File: src/rtl/arb_pkg.sv
// Shared types for the IF/LS memory arbiter.
// State codes, owner codes and perf counter helpers.
package arb_pkg;

  typedef enum logic [1:0] {
    ST_IDLE  = 2'd0,
    ST_ISSUE = 2'd1,
    ST_WAIT  = 2'd2
  } state_t;

  localparam logic OWN_IF = 1'b0;
  localparam logic OWN_LS = 1'b1;

  localparam int PERF_W = 16;

  function automatic logic [PERF_W-1:0] sat_inc(
    input logic [PERF_W-1:0] v
  );
    return (&v) ? v : v + {{(PERF_W-1){1'b0}}, 1'b1};
  endfunction

endpackage

File: src/rtl/mem_arbiter_rr_pick2.sv
// Two-way round-robin picker for the memory arbiter.
// On a tie the requester that did not own the last grant wins.
module rr_pick2
  import arb_pkg::*;
(
  input  logic req_if,
  input  logic req_ls,
  input  logic last_owner,
  output logic gnt_if,
  output logic gnt_ls
);

  assign gnt_if = req_if &
    (~req_ls | (last_owner == OWN_LS));
  assign gnt_ls = req_ls &
    (~req_if | (last_owner == OWN_IF));

endmodule

File: src/rtl/mem_arbiter.sv
// IF/LS arbiter in front of a single-port memory.
// Optional perf counters: define MEM_ARBITER_PERF_EN.
module mem_arbiter
  import arb_pkg::*;
#(
  parameter int ADDR_W = 32,
  parameter int DATA_W = 32
) (
  input  logic              clk,
  input  logic              rst,
  input  logic              if_req,
  input  logic [ADDR_W-1:0] if_addr,
  output logic              if_gnt,
  output logic              if_rvalid,
  output logic [DATA_W-1:0] if_rdata,
  input  logic              ls_req,
  input  logic              ls_we,
  input  logic [DATA_W/8-1:0] ls_be,
  input  logic [ADDR_W-1:0] ls_addr,
  input  logic [DATA_W-1:0] ls_wdata,
  output logic              ls_gnt,
  output logic              ls_rvalid,
  output logic [DATA_W-1:0] ls_rdata,
  output logic              mem_req,
  output logic              mem_we,
  output logic [DATA_W/8-1:0] mem_be,
  output logic [ADDR_W-1:0] mem_addr,
  output logic [DATA_W-1:0] mem_wdata,
  input  logic              mem_ready,
  input  logic              mem_rvalid,
  input  logic [DATA_W-1:0] mem_rdata,
  output logic              busy
`ifdef MEM_ARBITER_PERF_EN
  ,
  output logic [PERF_W-1:0] perf_if_grants,
  output logic [PERF_W-1:0] perf_ls_grants,
  output logic [PERF_W-1:0] perf_conflicts
`endif
);

  localparam int BE_W = DATA_W / 8;

  state_t r_state;
  state_t w_state_nxt;

  logic              r_owner;
  logic              r_last;
  logic              r_mem_req;
  logic              r_we;
  logic [BE_W-1:0]   r_be;
  logic [ADDR_W-1:0] r_addr;
  logic [DATA_W-1:0] r_wdata;
  logic              r_if_rvalid;
  logic              r_ls_rvalid;
  logic [DATA_W-1:0] r_if_rdata;
  logic [DATA_W-1:0] r_ls_rdata;

  logic w_idle;
  logic w_req_if;
  logic w_req_ls;
  logic w_gnt_if;
  logic w_gnt_ls;
  logic w_grant;
  logic w_accept;
  logic w_rdone;

  assign w_idle   = (r_state == ST_IDLE);
  assign w_req_if = if_req & w_idle;
  assign w_req_ls = ls_req & w_idle;

  rr_pick2 u_pick (
    .req_if     (w_req_if),
    .req_ls     (w_req_ls),
    .last_owner (r_last),
    .gnt_if     (w_gnt_if),
    .gnt_ls     (w_gnt_ls)
  );

  assign w_grant  = w_gnt_if | w_gnt_ls;
  assign w_accept = (r_state == ST_ISSUE) & mem_ready;
  assign w_rdone  = (r_state == ST_WAIT) & mem_rvalid;

  always_ff @(posedge clk or negedge rst) begin
    if (!rst) r_state <= ST_IDLE;
    else      r_state <= w_state_nxt;
  end

  always_comb begin
    w_state_nxt = r_state;
    unique case (r_state)
      ST_IDLE:
        if (w_grant) w_state_nxt = ST_ISSUE;
      ST_ISSUE:
        if (mem_ready)
          w_state_nxt = r_we ? ST_IDLE : ST_WAIT;
      ST_WAIT:
        if (mem_rvalid) w_state_nxt = ST_IDLE;
      default:
        w_state_nxt = ST_IDLE;
    endcase
  end

  // Request bundle is held from grant until the accept cycle.
  always_ff @(posedge clk or negedge rst) begin
    if (!rst) begin
      r_owner   <= OWN_IF;
      r_last    <= OWN_IF;
      r_mem_req <= 1'b0;
      r_we      <= 1'b0;
      r_be      <= '0;
      r_addr    <= '0;
      r_wdata   <= '0;
    end else if (w_grant) begin
      r_owner   <= w_gnt_ls ? OWN_LS : OWN_IF;
      r_last    <= w_gnt_ls ? OWN_LS : OWN_IF;
      r_mem_req <= 1'b1;
      if (w_gnt_ls) begin
        r_we    <= ls_we;
        r_be    <= ls_be;
        r_addr  <= ls_addr;
        r_wdata <= ls_wdata;
      end else begin
        r_we    <= 1'b0;
        r_be    <= '1;
        r_addr  <= if_addr;
        r_wdata <= '0;
      end
    end else if (w_accept) begin
      r_mem_req <= 1'b0;
      r_we      <= 1'b0;
      r_be      <= '0;
      r_addr    <= '0;
      r_wdata   <= '0;
    end
  end

  always_ff @(posedge clk or negedge rst) begin
    if (!rst) begin
      r_if_rvalid <= 1'b0;
      r_ls_rvalid <= 1'b0;
      r_if_rdata  <= '0;
      r_ls_rdata  <= '0;
    end else begin
      r_if_rvalid <= 1'b0;
      r_ls_rvalid <= 1'b0;
      if (w_accept && r_we) begin
        r_ls_rvalid <= 1'b1;
        r_ls_rdata  <= '0;
      end
      if (w_rdone) begin
        if (r_owner == OWN_LS) begin
          r_ls_rvalid <= 1'b1;
          r_ls_rdata  <= mem_rdata;
        end else begin
          r_if_rvalid <= 1'b1;
          r_if_rdata  <= mem_rdata;
        end
      end
    end
  end

  assign if_gnt    = w_gnt_if;
  assign ls_gnt    = w_gnt_ls;
  assign if_rvalid = r_if_rvalid;
  assign if_rdata  = r_if_rdata;
  assign ls_rvalid = r_ls_rvalid;
  assign ls_rdata  = r_ls_rdata;
  assign mem_req   = r_mem_req;
  assign mem_we    = r_we;
  assign mem_be    = r_be;
  assign mem_addr  = r_addr;
  assign mem_wdata = r_wdata;
  assign busy      = ~w_idle;

`ifdef MEM_ARBITER_PERF_EN
  logic [PERF_W-1:0] r_perf_if;
  logic [PERF_W-1:0] r_perf_ls;
  logic [PERF_W-1:0] r_perf_cf;
  logic              w_conflict;

  assign w_conflict = w_idle & if_req & ls_req;

  always_ff @(posedge clk or negedge rst) begin
    if (!rst) begin
      r_perf_if <= '0;
      r_perf_ls <= '0;
      r_perf_cf <= '0;
    end else begin
      if (w_gnt_if)   r_perf_if <= sat_inc(r_perf_if);
      if (w_gnt_ls)   r_perf_ls <= sat_inc(r_perf_ls);
      if (w_conflict) r_perf_cf <= sat_inc(r_perf_cf);
    end
  end

  assign perf_if_grants = r_perf_if;
  assign perf_ls_grants = r_perf_ls;
  assign perf_conflicts = r_perf_cf;
`endif

endmodule

File: config.mk
export PLATFORM = sky130hd
export DESIGN_NAME = mem_arbiter
export DESIGN_NICKNAME = d
export VERILOG_FILES = /design/src/rtl/arb_pkg.sv /design/src/rtl/mem_arbiter_rr_pick2.sv /design/src/rtl/mem_arbiter.sv
export SDC_FILE = /design/constraint.sdc
export NUM_CORES = 1
export LEC_CHECK = 0
export ABC_AREA = 0
export ABC_CLOCK_PERIOD_IN_PS = 2500
export CAP_MARGIN = 20
export CORE_MARGIN = 3
export CORE_UTILIZATION = 24
export CTS_BUF_LIST = sky130_fd_sc_hd__clkbuf_8
export DETAILED_ROUTE_END_ITERATION = 7
export GPL_TIMING_DRIVEN = 0
export PLACE_DENSITY = 0.53
export SYNTH_ARGS = -nofsm -noshare
export SYNTH_HDL_FRONTEND = slang
export SYNTH_SLANG_ARGS = --single-unit
File: constraint.sdc
create_clock -name clk -period 2.5 [get_ports clk]
set_input_delay 0.75 -clock clk [delete_from_list [all_inputs] [get_ports clk]]
set_output_delay 0.75 -clock clk [all_outputs]
set_load 0.005 [all_outputs]
; ---- Word level (Yosys, flattened, before mapping)
; Index checks and enable logic that the tools add are counted.
[word_totals]
ff_bits = 139
input_bits = 139
out_inout_bits = 139
elab_cells = 60
[classes]
eq_ne = 5
n_mux = 26
n_bitwise = 13
reduce_logical = 5
[op_table]
columns = operator, count
row1 = $mux 32, 8
row2 = $mux 4, 3
row3 = $mux 1, 10
row4 = $mux 2, 4
row5 = $and 1x1->1, 6
row6 = $pmux 2 s3, 1
row7 = $ne 2x2->1 const B, 2
row8 = $not 1->1, 4
row9 = $or 1x1->1, 3
row10 = $reduce_and 3->1, 1
row11 = $eq 2x1->1 const B, 1
row12 = $eq 2x2->1 const B, 1
row13 = $logic_not 2->1, 1
row14 = $ne 2x1->1 const B, 1
row15 = $reduce_and 2->1, 1
row16 = $reduce_bool 2->1, 1
row17 = $logic_and 1x1->1, 1

; ---- Logic depth before layout (Yosys ltp)
; Gate-level depths: netlist (run 1).
[logic_depth]
word_depth = 8
mapped_depth = 7
depth_no_buf = 3

; ---- Modules after synthesis
; A second synthesis (run 1) with hierarchy kept.
[hier_totals]
cells_unflattened = 358
area_unflattened_um2 = 5325.1
[by_module_without_submodules]
columns = module, instances, cells_per_inst, area_each_um2, seq_area_each_um2
row1 = mem_arbiter, 1, 355, 5306.3, 3478.3
row2 = rr_pick2, 1, 3, 18.8, 0.0

; ---- Worst setup path after synthesis (run 1)
; No wires, ideal clock.
[synth_path]
path_type = input to output
startpoint = input port ls_req
endpoint = output port ls_gnt
arrival_ps = 1352
required_ps = 1750
setup_slack_ps = 398
stages = 4
path_buffers = 2
path_cell_list = a21boi_1 buf_2 and2_1 buf_2
[synth_between]
elab_chain_cells = 2
[synth_rtl]
columns = element, line
row1 = from (decl), mem_arbiter.sv:16  ; input logic ls_req,
row2 = $and 1x1->1, mem_arbiter.sv:69  ; assign w_req_ls = ls_req & w_idle;
row3 = $and 1x1->1, mem_arbiter_rr_pick2.sv:15  ; assign gnt_ls = req_ls &
row4 = to (decl), mem_arbiter.sv:21  ; output logic ls_gnt,
; No other way between the ends.

; ---- Worst setup path in the final report (run 1)
; Same ends and word-level chain as after synthesis.

==> flow_metrics.env, run 1 <==
export IMPL_status="complete, no violations"
export IMPL_dp_hpwl_um=13110
export IMPL_numCtsBuffers=17
export IMPL_routed_via_density=4.449
export IMPL_p_total_mw=10.57
export IMPL_layout_drive_gt1_share_pct=15.10
export IMPL_critPathRequiredTime_ps=1750
export IMPL_max_slew_worst_pin_slew_ps=650.3
export IMPL_crit_type="primary input to output pin"
export IMPL_clockBufferDepth=2
export IMPL_place_gp_congestion=0.7931
export IMPL_grt_pass1_vias=4677
export IMPL_timing_fmax_mhz=420.4
export IMPL_grt_usage_pct=14.25
export IMPL_io_pins=278
export IMPL_insertion_delay_ps=430
export IMPL_yosys_cell_count_top_type="sky130_fd_sc_hd__dfrtp_1"
export IMPL_relSlewSlack_pct=56.46
export IMPL_setup_viol=0
export IMPL_ys_warnings_count=0
export IMPL_maxCapViolations=0
export IMPL_number_of_antenna_violations_at_the_first_check_in_global_routing=1
export IMPL_syn_area_per_cell_um2=15.11
export IMPL_final_min_clock_period_ps=2378
export IMPL_num_vias=4227
export IMPL_yosys_top_cells_area="sky130_fd_sc_hd__dfrtp_1 64%, sky130_fd_sc_hd__a22o_1 11%, sky130_fd_sc_hd__mux2_2 6.5%"
export IMPL_cts_root_buffer="sky130_fd_sc_hd__clkbuf_8"
export IMPL_period_share_pct=95.14
export IMPL_data_arrival_time_of_the_critical_path_ps=1630
export IMPL_row_count=54
export IMPL_synth_edff_count=0
export IMPL_die_width_um=155.9
export IMPL_fillers=2103
export IMPL_synthFlopType="sky130_fd_sc_hd__dfrtp_1"
export IMPL_ys_seq_area_share_pct=64.47
export IMPL_drt_pre_antenna_iters=4
export IMPL_synth_seq_cells=139
export IMPL_netlist_instances=357
export IMPL_final_setup_skew_ps=10.08
export IMPL_floorplan_initialDensity_pct=24.57
export IMPL_multi_input_area_um2=1743
export IMPL_sequential_cell_area_um2=3478
export IMPL_postSynth_asyncResetShare_pct=100.0
export IMPL_total_detailed_routing_wirelength_um=17690
export IMPL_synth_common_cells="139 x sky130_fd_sc_hd__dfrtp_1, 65 x sky130_fd_sc_hd__a22o_1, 32 x sky130_fd_sc_hd__mux2i_1, 32 x sky130_fd_sc_hd__o2bb2ai_1, 31 x sky130_fd_sc_hd__mux2_2"
export IMPL_yosys_area_top_type_share_pct=64.47
export IMPL_post_synthesis_instance_area_um2=5395
export IMPL_final_hold_violation_count=0
export IMPL_p_leak_nw=3.898
export IMPL_tritoncts="yes"
export IMPL_worstPathMaxFanout=4
export IMPL_finish_net_count=795
export IMPL_powerDensity_nw_per_um2=1168
export IMPL_core_area_um2=21960
export IMPL_drt_initial_drc_count=109
export IMPL_syn_nets=496
export IMPL_min_delay_path_class="primary input to asynchronous set/reset pin"
export IMPL_rsz_0062_raised_after_global_routing="no"
export IMPL_total_of_buffers_placed_on_input_and_output_ports=277
export IMPL_ant_nets=0
export IMPL_report_final_slew_viol_count=0
export IMPL_overflow=0
export IMPL_pre_cts_ws_ps=-919.0
export IMPL_clk_transition_reported_paths_ps=90
export IMPL_vdd_ir_drop_worst_uv=539.2
export IMPL_die_h_um=155.9
export IMPL_worst_slack_ps=121.6
export IMPL_clkSinkCount=139
export IMPL_area_growth_syn_to_layout_pct=67.76
export IMPL_cp_start_kind="primary input"
export IMPL_cell_variety_after_synth=30
export IMPL_setup_reg_to_reg_worst_slack_ps=570
export IMPL_crit_path_end_kind="output pin"
export IMPL_avgRoutedWirePerCell_um=18.62
export IMPL_max_h_tree_level=4
export IMPL_grt_pass1_wl_um=26850
export IMPL_drc=0
export IMPL_maximum_number_of_pins_on_one_net_before_global_route_repair=85
export IMPL_dieArea_um2=24310
export IMPL_yosysTopAreaCell="sky130_fd_sc_hd__dfrtp_1"
-- cells in the final DEF (no fill, tap or decap), types with 2 or more instances in the layout --
cell / count
sky130_fd_sc_hd__or3_1: 2
sky130_fd_sc_hd__inv_6: 2
sky130_fd_sc_hd__mux2_2: 31
sky130_fd_sc_hd__clkbuf_8: 20
sky130_fd_sc_hd__clkdlybuf4s50_1: 272
sky130_fd_sc_hd__buf_6: 6
sky130_fd_sc_hd__clkbuf_1: 9
sky130_fd_sc_hd__buf_2: 11
sky130_fd_sc_hd__nand2_1: 2
sky130_fd_sc_hd__clkinv_4: 3
sky130_fd_sc_hd__bufinv_16: 4
sky130_fd_sc_hd__clkinvlp_4: 3
sky130_fd_sc_hd__buf_4: 7
sky130_fd_sc_hd__clkbuf_2: 2
sky130_fd_sc_hd__a22o_1: 65
sky130_fd_sc_hd__dfrtp_1: 139
sky130_fd_sc_hd__inv_1: 2
sky130_fd_sc_hd__mux2i_1: 32
sky130_fd_sc_hd__a221o_1: 4
sky130_fd_sc_hd__o2bb2ai_1: 32
-- per-layer routing --
layer | part of all wire [%] | track usage [%] | vias up
met5 | 0 | 0 | -
met4 | 1.6 | 4.205 | 0
met3 | 8.1 | 5.492 | 14
met2 | 50 | 23.96 | 173
met1 | 40 | 16.99 | 2086
li1 | - | - | 1954
-- critical path, cell delays in order --
cell and delay, ps:
sky130_fd_sc_hd__clkdlybuf4s15_2 200, sky130_fd_sc_hd__a21boi_2 150, sky130_fd_sc_hd__buf_4 140, sky130_fd_sc_hd__and2_4 160, sky130_fd_sc_hd__buf_8 120, sky130_fd_sc_hd__clkbuf_2 100
-- cell families after synthesis --
logic type             synth area share [%]
AOI/OAI and AO/OA                     17.58
buffers and inverters                 3.571
DFF                                   64.47
muxes                                 12.62
and+or+nand+nor                       1.763
-- cell type report --
class	count	share of cell area, %
clock inverters	12	2.060
clock buffers	20	3.041
diodes	1	0.02765
repair buffers	281	31.09
inverters	3	0.1244
plain buffers	30	2.101
flip-flops and latches	139	38.43
well taps	280	3.871
multi-input cells	184	19.26
-- where the power goes --
group / internal (mW) / total [mW] / switching [mW]
Sequential: 3.27 / 3.86 / 0.593
Clock: 1.18 / 2.10 / 0.918
Combinational: 2.90 / 4.61 / 1.71
-- per-stage QoR --
step,cell area (um^2),utilization [%],instances,hold slack (ps),TNS (ps)
after floorplan,5395,-,357,454.4,0
after global placement,8518,38.79,914,472.2,-681620
after detailed placement,8547,38.92,915,474.4,-8612
after CTS,9057,41.25,949,257.4,0
after global routing,9051,41.22,950,253.0,0
final,9051,41.22,950,264.1,0
-- flip-flops by register name (all words and copies together) (netlist names) --
name       cells
if_rdata      32
if_rvalid      1
ls_rdata      32
ls_rvalid      1
mem_addr      32
mem_be         4
mem_req        1
mem_wdata     32
mem_we         1
r_last         1
r_state        2
-- timing repair --
item	CTS	global route
pin swaps	1	0
cloned	0	0
gates resized for setup	17	3
hold buffers	0	0
setup buffers	3	0
endpoints found under the setup margin	2	1
-- worst paths after layout --
| check | startpoint | to | depth (start not counted) |
|---|---|---|---|
| max in group asynchronous | rst | if_rdata[23] | 2 |
| worst max register to register | r_state[1] | if_rdata[7] | 4 |
| worst min-delay path | rst | mem_wdata[10] | 1 |
| worst max-delay path | ls_req | ls_gnt | 6 |
| min in group clk | mem_addr[22] | mem_addr[22] | 1 |
| worst min register to register | mem_addr[22] | mem_addr[22] | 1 |
(Power assumes the default switching activity.)
==> run 2: changes to the inputs <==
--- a/config.mk
+++ b/config.mk
@@ -5,7 +5,6 @@
 export SDC_FILE = /design/constraint.sdc
 export NUM_CORES = 1
 export LEC_CHECK = 0
-export ABC_AREA = 0
 export ABC_CLOCK_PERIOD_IN_PS = 2500
 export CAP_MARGIN = 20
 export CORE_MARGIN = 3
==> results of run 2 <==
Final layout, timing and power as in run 1 (identical DEF).
